--- src/rtl/game_state_controller.sv ---
// game_state_controller: match sequencer driving the 2-bit game state code
// (00 off, 01 preparation, 10 attack) and tracking ships placed, shots and hits.
//
// Ports:
//   i_clk               system clock, rising edge
//   i_reset             synchronous active-high reset
//   i_start_btn         start/restart button level (debounced, synchronous)
//   i_confirm_btn       confirm button level (debounced, synchronous)
//   i_place_ok          one-cycle pulse: a ship was placed legally
//   i_fire_btn          fire button level (debounced, synchronous)
//   i_shot_hit          hit flag for the target cell, sampled with the fire edge
//   o_game_state_code   00 off/end, 01 preparation, 10 attack (never 11)
//   o_ships_placed      ships placed so far
//   o_shots_left        remaining shots
//   o_hits              hits scored
//   o_game_over         high while in END
//   o_win               high in END when the hit target was reached
module game_state_controller #(
    parameter int NUM_SHIPS   = 3,
    parameter int TARGET_HITS = 9,
    parameter int MAX_SHOTS   = 20
) (
    input  logic       i_clk,
    input  logic       i_reset,
    input  logic       i_start_btn,
    input  logic       i_confirm_btn,
    input  logic       i_place_ok,
    input  logic       i_fire_btn,
    input  logic       i_shot_hit,
    output logic [1:0] o_game_state_code,
    output logic [3:0] o_ships_placed,
    output logic [4:0] o_shots_left,
    output logic [4:0] o_hits,
    output logic       o_game_over,
    output logic       o_win
);
    localparam logic [3:0] LP_SHIPS  = 4'(NUM_SHIPS);
    localparam logic [4:0] LP_TARGET = 5'(TARGET_HITS);
    localparam logic [4:0] LP_MAX    = 5'(MAX_SHOTS);

    typedef enum logic [1:0] {S_OFF, S_PREP, S_ATTACK, S_END} state_t;

    state_t     r_state;
    logic [1:0] r_code;
    logic [3:0] r_ships;
    logic [4:0] r_shots;
    logic [4:0] r_hits;
    logic       r_game_over;
    logic       r_win;
    logic       r_start_q;
    logic       r_confirm_q;
    logic       r_fire_q;

    logic       w_start_edge;
    logic       w_confirm_edge;
    logic       w_fire_edge;
    logic [3:0] w_ships_next;
    logic [4:0] w_shots_next;
    logic [4:0] w_hits_next;

    assign w_start_edge   = i_start_btn & ~r_start_q;
    assign w_confirm_edge = i_confirm_btn & ~r_confirm_q;
    assign w_fire_edge    = i_fire_btn & ~r_fire_q;
    // Placement increment is folded in before the confirm check so a
    // coincident final placement and confirm still starts the attack.
    assign w_ships_next   = (i_place_ok && r_ships < LP_SHIPS) ? r_ships + 4'd1 : r_ships;
    // Shots never reach below zero here: hitting zero always ends the game.
    assign w_shots_next   = r_shots - 5'd1;
    assign w_hits_next    = r_hits + {4'd0, i_shot_hit};

    always_ff @(posedge i_clk) begin
        if (i_reset) begin
            r_state     <= S_OFF;
            r_code      <= 2'b00;
            r_ships     <= '0;
            r_shots     <= LP_MAX;
            r_hits      <= '0;
            r_game_over <= 1'b0;
            r_win       <= 1'b0;
            r_start_q   <= 1'b0;
            r_confirm_q <= 1'b0;
            r_fire_q    <= 1'b0;
        end else begin
            r_start_q   <= i_start_btn;
            r_confirm_q <= i_confirm_btn;
            r_fire_q    <= i_fire_btn;
            case (r_state)
                S_OFF: if (w_start_edge) begin
                    r_state <= S_PREP;
                    r_code  <= 2'b01;
                    r_ships <= '0;
                    r_hits  <= '0;
                    r_win   <= 1'b0;
                    r_shots <= LP_MAX;
                end
                S_PREP: begin
                    r_ships <= w_ships_next;
                    if (w_confirm_edge && w_ships_next == LP_SHIPS) begin
                        r_state <= S_ATTACK;
                        r_code  <= 2'b10;
                    end
                end
                S_ATTACK: if (w_fire_edge) begin
                    r_shots <= w_shots_next;
                    r_hits  <= w_hits_next;
                    // Win is checked first so a winning last shot counts as a win.
                    if (w_hits_next == LP_TARGET || w_shots_next == 5'd0) begin
                        r_state     <= S_END;
                        r_code      <= 2'b00;
                        r_game_over <= 1'b1;
                        r_win       <= (w_hits_next == LP_TARGET);
                    end
                end
                S_END: if (w_start_edge) begin
                    r_state     <= S_OFF;
                    r_code      <= 2'b00;
                    r_ships     <= '0;
                    r_shots     <= LP_MAX;
                    r_hits      <= '0;
                    r_game_over <= 1'b0;
                    r_win       <= 1'b0;
                end
                default: r_state <= S_OFF;
            endcase
        end
    end

    assign o_game_state_code = r_code;
    assign o_ships_placed    = r_ships;
    assign o_shots_left      = r_shots;
    assign o_hits            = r_hits;
    assign o_game_over       = r_game_over;
    assign o_win             = r_win;
endmodule

--- config.mk ---
export PLATFORM = sky130hd
export DESIGN_NAME = game_state_controller
export DESIGN_NICKNAME = d
export VERILOG_FILES = /design/src/rtl/game_state_controller.sv
export SDC_FILE = /design/constraint.sdc
export NUM_CORES = 1
export LEC_CHECK = 0
export ABC_AREA = 1
export CAP_MARGIN = 20
export CORE_MARGIN = 2
export CORE_UTILIZATION = 50
export DETAILED_ROUTE_END_ITERATION = 12
export GPL_ROUTABILITY_DRIVEN = 1
export MAX_ROUTING_LAYER = met4
export PLACE_DENSITY = 0.77
export SYNTH_ARGS = -nofsm -noshare
export SYNTH_HDL_FRONTEND = slang
export SYNTH_SLANG_ARGS = --single-unit
--- constraint.sdc ---
create_clock -name i_clk -period 2.7 [get_ports i_clk]
set_input_delay 0.54 -clock i_clk [delete_from_list [all_inputs] [get_ports i_clk]]
set_output_delay 0.54 -clock i_clk [all_outputs]
set_load 0.02 [all_outputs]
==> results of run 1 <==
power breakdown:
part	switching (W)	internal, W
sequential	0.0000599	0.000402
combinational	0.000408	0.000257
clock	0.000103	0.0000577
logic make-up (layout without fill, tap and decap cells):
group	count (synthesis)	after routing	share of synthesized area [%]
adders and majority gates	9	9	8.71
buffers and inverters	37	65	11.0
DFF	23	23	35.6
AOI/OAI and AO/OA	23	23	10.1
and+or+nand+nor	93	93	34.6
worst paths after layout:
| check | start | cells after the start | to | slack [ps] |
|---|---|---|---|---|
| setup / recovery | i_shot_hit | 14 | o_game_state_code[0] | 570 |
| hold / removal | o_game_over | 2 | o_game_over | 460 |
| setup reg to reg | r_state[0] | 10 | o_shots_left[4] | 720 |
| hold reg to reg | o_game_over | 2 | o_game_over | 460 |
metal layers:
metal  vias to the layer above  track usage (%)
met5                         -                -
met4                         0             10.8
met3                         8             2.73
met2                        28             40.1
met1                       569             23.6
li1                        643                -
cell usage after synthesis:
master,instances
nand3_2,2
nor2_2,1
nor3_1,1
buf_4,1
clkbuf_1,1
nand4_1,4
nor2_1,21
nand3_1,16
o211ai_1,2
clkinv_1,1
nor2_4,2
nand2_2,2
ha_1,9
inv_2,2
o2111ai_1,1
dfxtp_1,23
o21bai_1,1
nor4_4,1
a211oi_1,1
nand3_4,1
a21oi_1,13
inv_1,32
o22ai_1,1
nand2_1,42
o21ai_0,4
critical path, cell delays in order:
cell and delay (ps):
clkdlybuf4s50_1 460, ha_1 180, ha_1 250, inv_1 60
nand2_1 70, nand2_2 80, nor2_4 90, nand3_2 90
nand3_2 110, nand3_4 90, nor2_4 150, nand2_1 70
nand2_1 70, nor2_1 50
through the flow:
stage | hold slack (ps) | cell area (sq um) | setup slack, ps | utilization [%]
2_1_floorplan | 497 | 1290 | 807 | -
3_3_place_gp | 437 | 1570 | 337 | 64.1
3_5_place_dp | 447 | 1570 | 239 | 64.1
4_1_cts | 465 | 1600 | 582 | 65.2
5_1_grt | 495 | 1600 | 424 | 65.2
6_report | 461 | 1600 | 572 | 65.2
cells in the final DEF, fill, tap and decap left out, drive strengths merged:
cell           instances
nand2                 44
inv                   34
clkdlybuf4s50         24
nor2                  24
dfxtp                 23
nand3                 19
a21oi                 13
ha                     9
nand4                  4
o21ai                  4
clkbuf                 4
o211ai                 2
buf                    2
o22ai                  1
clkinv                 1
nor4                   1
a211oi                 1
nor3                   1
o21bai                 1
o2111ai                1
cell type report:
class	instances	area, sq um	area share, %
Clock buffer	4	26.3	1.64
Inverter	35	131	8.21
Multi-Input combinational cell	125	689	43.1
Sequential cell	23	460	28.8
Tap cell	30	37.5	2.35
Timing Repair Buffer	26	255	16.0
sequential cells by signal (all words and copies together), names as in the netlist, 2 cells and up:
| name | cells |
|---|---|
| o_hits | 5 |
| o_shots_left | 5 |
| o_ships_placed | 4 |
| o_game_state_code | 2 |
| r_state | 2 |
==> flow_results.xml, run 1 <==
<?xml version="1.0" encoding="UTF-8"?>
<metrics>
  <group name="floorplanning">
    <metric name="fp.dieArea" unit="sq um">3010</metric>
    <metric name="core-area" unit="sq um">2450</metric>
    <metric name="die_width" unit="microns">54.8</metric>
    <metric name="starting_density" unit="%">52.7</metric>
    <metric name="placement_rows" unit="">18</metric>
    <metric name="io_pins" unit="">25</metric>
    <metric name="die_h" unit="microns">54.8</metric>
  </group>
  <group name="cts">
    <metric name="clock_sinks" unit="">23</metric>
    <metric name="root_buffer_master" unit="">clkbuf_4</metric>
    <metric name="cts_buffers" unit="">3</metric>
    <metric name="cts.path.max_buffers" unit="">2</metric>
    <metric name="postCtsHoldBufs" unit="">0</metric>
    <metric name="worstSkewPairLatency" unit="ps">310</metric>
    <metric name="worst_setup_hold_path_clk_slew" unit="ps">120</metric>
    <metric name="tritoncts" unit="">done</metric>
    <metric name="cts_max_level" unit="">1</metric>
    <metric name="post-cts-setup-buffer-count" unit="">0</metric>
    <metric name="post_cts_resize_count" unit="">0</metric>
  </group>
  <group name="placement">
    <metric name="place.detailed.instances" unit="">239</metric>
    <metric name="dp.final_hpwl" unit="mm">2.27</metric>
    <metric name="finalWeightedCongestion" unit="">0.801</metric>
    <metric name="port_buffers" unit="">24</metric>
  </group>
  <group name="yosys">
    <metric name="dominant_cells_by_area_after_synthesis" unit="">dfxtp_1, nand2_1, inv_1</metric>
    <metric name="cell_area_after_technology_mapping" unit="sq um">1290</metric>
    <metric name="yosysSeqAreaShare" unit="%">35.6</metric>
    <metric name="syn-num-nets" unit="">201</metric>
    <metric name="ys_types" unit="">25</metric>
    <metric name="synth_top_cell_by_area" unit="">dfxtp_1</metric>
    <metric name="yosys_warnings" unit="">0</metric>
    <metric name="syn_area_per_cell" unit="sq um">6.99</metric>
    <metric name="yosysTopAreaCellShare" unit="%">35.6</metric>
    <metric name="synthCells" unit="">185</metric>
    <metric name="ys_seq_elements" unit="">23</metric>
  </group>
  <group name="setup_path">
    <metric name="worstSetupPathType" unit="">in -&gt; reg</metric>
    <metric name="crit_path_start_kind" unit="">input port</metric>
    <metric name="timing.critical_path.arrival" unit="ps">2350</metric>
    <metric name="timing.critical_path.to_type" unit="">flip-flop</metric>
    <metric name="worst_ep_required_time" unit="ps">2920</metric>
    <metric name="path_max_fanout" unit="">6</metric>
  </group>
  <group name="final_layout">
    <metric name="fillCellCount" unit="">229</metric>
    <metric name="final_cell_count_no_fill" unit="">243</metric>
    <metric name="nets" unit="">230</metric>
    <metric name="area_delta_synth_final" unit="%">23.8</metric>
    <metric name="n_antenna_cell" unit="">0</metric>
    <metric name="share_of_post_route_cells_with_drive_strength_above_1" unit="%">7.51</metric>
  </group>
  <group name="routing">
    <metric name="drtIter0Drc" unit="">26</metric>
    <metric name="met2WireLength" unit="mm">1.47</metric>
    <metric name="detail_route.vias_per_cell" unit="">5.14</metric>
    <metric name="antenna_left" unit="">0</metric>
    <metric name="met1_layer_wirelength_in_the_final_routing" unit="mm">1.25</metric>
    <metric name="post_drt_wl_per_cell" unit="microns">11.9</metric>
    <metric name="post_detailed_routing_wire_length" unit="mm">2.88</metric>
    <metric name="drcViolationCount" unit="">0</metric>
    <metric name="highest-signal-layer" unit="">met4</metric>
    <metric name="dr_total_vias" unit="">1248</metric>
    <metric name="drt-pass1-iter-count" unit="">4</metric>
    <metric name="met3_length" unit="microns">95</metric>
  </group>
  <group name="worst_hold_path">
    <metric name="path_type_of_the_worst_min_delay_path" unit="">reg -&gt; reg</metric>
  </group>
  <group name="grt">
    <metric name="grt_start_max_net_pins" unit="">14</metric>
    <metric name="first_global_vias" unit="">1156</metric>
    <metric name="grt_usage" unit="%">22.2</metric>
    <metric name="grt_first_pass_wirelength" unit="mm">4.59</metric>
    <metric name="globalRouteOverflowTotal" unit="">0</metric>
    <metric name="initial_antenna_violation_count" unit="">0</metric>
  </group>
  <group name="status">
    <metric name="status" unit="">completed</metric>
  </group>
  <group name="timing">
    <metric name="timing.setup.tns" unit="ps">0</metric>
    <metric name="final.min_clock_period" unit="ps">2130</metric>
    <metric name="setup_violations" unit="">0</metric>
    <metric name="slew_headroom" unit="%">76.2</metric>
    <metric name="report.final.hold_viol_count" unit="">0</metric>
    <metric name="rsz0062_at_grt" unit="">no</metric>
    <metric name="clock_skew" unit="ps">3.29</metric>
    <metric name="worst_slew_pin_slew" unit="ps">354</metric>
    <metric name="max_freq" unit="GHz">0.470</metric>
    <metric name="share_of_the_cycle_needed_by_the_critical_path_after_routing" unit="%">78.8</metric>
    <metric name="slew_viol_final" unit="">0</metric>
  </group>
  <group name="power_and_ir_drop">
    <metric name="cellLeakagePower" unit="nW">0.711</metric>
    <metric name="design_power_total" unit="W">0.00129</metric>
    <metric name="vdd_ir_drop_max" unit="mV">0.619</metric>
    <metric name="power.density" unit="nW/um^2">805</metric>
  </group>
  <group name="run">
    <metric name="cap_viol_max_count" unit="">0</metric>
  </group>
</metrics>
(Power assumes the default switching activity.)
==> run 2, diff against run 1 <==
Settings changed: CORE_UTILIZATION 50 to 46, PLACE_DENSITY 0.77 to 0.75.
Clock period 2.7 ns to 1.9 ns, I/O delays scaled along.
==> flow_results.xml, run 2 (same netlist as run 1, synthesis figures left out) <==
<?xml version="1.0" encoding="UTF-8"?>
<metrics>
  <group name="setup_path">
    <metric name="cp.depth" unit="">1</metric>
    <metric name="timing.reg2reg.setup_slack" unit="ps">160</metric>
    <metric name="worst_path_max_delay_cell" unit="">clkdlybuf4s50_1</metric>
    <metric name="timing.critical_path.to_type" unit="">output pin</metric>
    <metric name="rr_endpoint" unit="">o_shots_left[1]</metric>
    <metric name="cp_top_family" unit="">buffers and inverters</metric>
    <metric name="worstSetupPathType" unit="">reg -&gt; out</metric>
    <metric name="r2r.worst_path.cells" unit="">9</metric>
    <metric name="crit_path_start_kind" unit="">flip-flop</metric>
    <metric name="path_max_fanout" unit="">5</metric>
    <metric name="timing.critical_path.arrival" unit="ps">1440</metric>
    <metric name="timing.critical_path.cells" unit="">clkdlybuf4s50_1</metric>
    <metric name="worstReg2RegStart" unit="">r_state[1]</metric>
    <metric name="crit_path_capture" unit="">o_hits[1]</metric>
    <metric name="timing.critical_path.slowest_cell_delay" unit="ps">650</metric>
    <metric name="worst_ep_required_time" unit="ps">1520</metric>
    <metric name="crit_path_start" unit="">o_hits[1]</metric>
    <metric name="path_buf_inv" unit="">1</metric>
  </group>
  <group name="placement">
    <metric name="place.detailed.instances" unit="">247</metric>
    <metric name="finalWeightedCongestion" unit="">0.858</metric>
    <metric name="port_buffers" unit="">24</metric>
    <metric name="placement_stage_cell_area" unit="sq um">1630</metric>
    <metric name="dp.final_hpwl" unit="mm">2.18</metric>
  </group>
  <group name="timing">
    <metric name="report.final.hold_viol_count" unit="">0</metric>
    <metric name="rsz0062_at_grt" unit="">no</metric>
    <metric name="max_freq" unit="GHz">0.551</metric>
    <metric name="share_of_the_cycle_needed_by_the_critical_path_after_routing" unit="%">95.6</metric>
    <metric name="slew_viol_final" unit="">0</metric>
    <metric name="slew_headroom" unit="%">75.0</metric>
    <metric name="setup_violations" unit="">0</metric>
    <metric name="worst_slew_pin_slew" unit="ps">372</metric>
    <metric name="final.min_clock_period" unit="ps">1820</metric>
    <metric name="clock_skew" unit="ps">12.6</metric>
  </group>
  <group name="final_layout">
    <metric name="final_common_cell" unit="">nand2_1</metric>
    <metric name="share_of_post_route_cells_with_drive_strength_above_1" unit="%">14.9</metric>
    <metric name="layout_utilization" unit="%">62.8</metric>
    <metric name="nets" unit="">239</metric>
    <metric name="fillCellCount" unit="">244</metric>
    <metric name="n_antenna_cell" unit="">0</metric>
    <metric name="multi_input_comb_area" unit="sq um">717</metric>
    <metric name="layout_common_cells" unit="">nand2_1, inv_1, clkdlybuf4s50_1</metric>
    <metric name="area_delta_synth_final" unit="%">31.7</metric>
    <metric name="final_cell_area" unit="sq um">1700</metric>
    <metric name="final_cell_count_no_fill" unit="">253</metric>
    <metric name="sequential_cell_area" unit="sq um">463</metric>
  </group>
  <group name="power_and_ir_drop">
    <metric name="vdd_ir_drop_max" unit="mV">0.826</metric>
    <metric name="power.density" unit="nW/um^2">1120</metric>
    <metric name="cellLeakagePower" unit="nW">0.761</metric>
  </group>
  <group name="cts">
    <metric name="worst_setup_hold_path_clk_slew" unit="ps">130</metric>
    <metric name="worstSkewPairLatency" unit="ps">310</metric>
    <metric name="cts.path.max_buffers" unit="">2</metric>
    <metric name="cts_max_level" unit="">1</metric>
    <metric name="postCtsHoldBufs" unit="">0</metric>
    <metric name="clock_sinks" unit="">23</metric>
    <metric name="cts_buffers" unit="">3</metric>
    <metric name="tritoncts" unit="">done</metric>
    <metric name="root_buffer_master" unit="">clkbuf_4</metric>
  </group>
  <group name="floorplanning">
    <metric name="fp.dieArea" unit="sq um">3250</metric>
    <metric name="die_h" unit="microns">57.0</metric>
    <metric name="die_width" unit="microns">57.0</metric>
    <metric name="core-area" unit="sq um">2710</metric>
    <metric name="placement_rows" unit="">19</metric>
    <metric name="starting_density" unit="%">47.7</metric>
    <metric name="io_pins" unit="">25</metric>
  </group>
  <group name="grt">
    <metric name="globalRouteOverflowTotal" unit="">0</metric>
    <metric name="grt_usage" unit="%">20.3</metric>
    <metric name="grt_start_max_net_pins" unit="">14</metric>
    <metric name="first_global_vias" unit="">1211</metric>
    <metric name="initial_antenna_violation_count" unit="">0</metric>
    <metric name="grt_first_pass_wirelength" unit="mm">5.13</metric>
  </group>
  <group name="status">
    <metric name="status" unit="">completed</metric>
  </group>
  <group name="routing">
    <metric name="post_drt_wl_per_cell" unit="microns">11.6</metric>
    <metric name="drcViolationCount" unit="">0</metric>
    <metric name="post_detailed_routing_wire_length" unit="mm">2.94</metric>
    <metric name="antenna_left" unit="">0</metric>
    <metric name="drt-pass1-iter-count" unit="">4</metric>
    <metric name="detail_route.vias_per_cell" unit="">5.04</metric>
    <metric name="drtIter0Drc" unit="">28</metric>
    <metric name="dr_total_vias" unit="">1274</metric>
  </group>
  <group name="run">
    <metric name="cap_viol_max_count" unit="">0</metric>
  </group>
  <group name="worst_hold_path">
    <metric name="path_type_of_the_worst_min_delay_path" unit="">reg -&gt; reg</metric>
  </group>
</metrics>
run 2: worst min path at each step:
stage	cells after the start	slack, ps	end	start
final	2	460	o_game_over	o_game_over
after global routing	2	500	o_game_over	o_game_over
after CTS	2	470	o_game_over	o_game_over
after detailed placement	2	450	o_game_over	o_game_over
after global placement	2	440	o_game_over	o_game_over
after floorplan	1	450	o_hits[4]	i_reset
run 2: cell type report:
type	count	share of cell area, %
multi-input cells	125	42.1
well taps	31	2.28
clock buffers	4	1.54
flip-flops and latches	23	27.2
repair buffers	35	19.1
inverters	35	7.72
run 2: report_power, final:
group / internal, W / leakage (nW) / switching (W) / total, W
Clock: 0.0000819 / 0.0150 / 0.000144 / 0.000226
Combinational: 0.000422 / 0.557 / 0.000602 / 0.00102
Sequential: 0.000575 / 0.189 / 0.0000863 / 0.000661
Total: 0.00108 / 0.761 / 0.000833 / 0.00191
run 2: what timing repair did:
action	4_1_cts	5_1_grt
setup buffers	1	1
gates resized for setup	4	7
pin swaps	3	5
endpoints found under the setup margin	3	12
run 2: layer usage:
| metal | vias up | track usage (%) | part of all wire [%] |
|---|---|---|---|
| met1 | 582 | 23.8 | 46 |
| li1 | 666 | - | - |
| met4 | 0 | 8.97 | 1.5 |
| met5 | - | - | 0 |
| met2 | 22 | 34.3 | 49 |
| met3 | 4 | 3.17 | 3.6 |
run 2: through the flow:
step	worst slack, ps	power (W)	hold slack (ps)	setup TNS [ps]
6_report	84.5	0.00191	461	0
3_5_place_dp	-368	0.00165	447	-1960
5_1_grt	15.7	0.00208	501	0
3_3_place_gp	-295	0.00161	440	-1520
2_1_floorplan	126	0.00132	449	0
4_1_cts	12.5	0.00189	469	0
run 2: worst register-to-register path, cell delays in order (launching register included):
cell     delay [ps]
dfxtp_1         400
inv_1            80
ha_1            310
inv_2           140
nand3_1         130
o21ai_0         100
nand2_1         100
buf_4           180
o21ai_0         160
a21oi_1          60
==> run 3, diff against run 2 <==
Settings changed: CAP_MARGIN 20 to default.
==> results of run 3 <==
Final layout, timing and power as in run 2 (identical DEF).
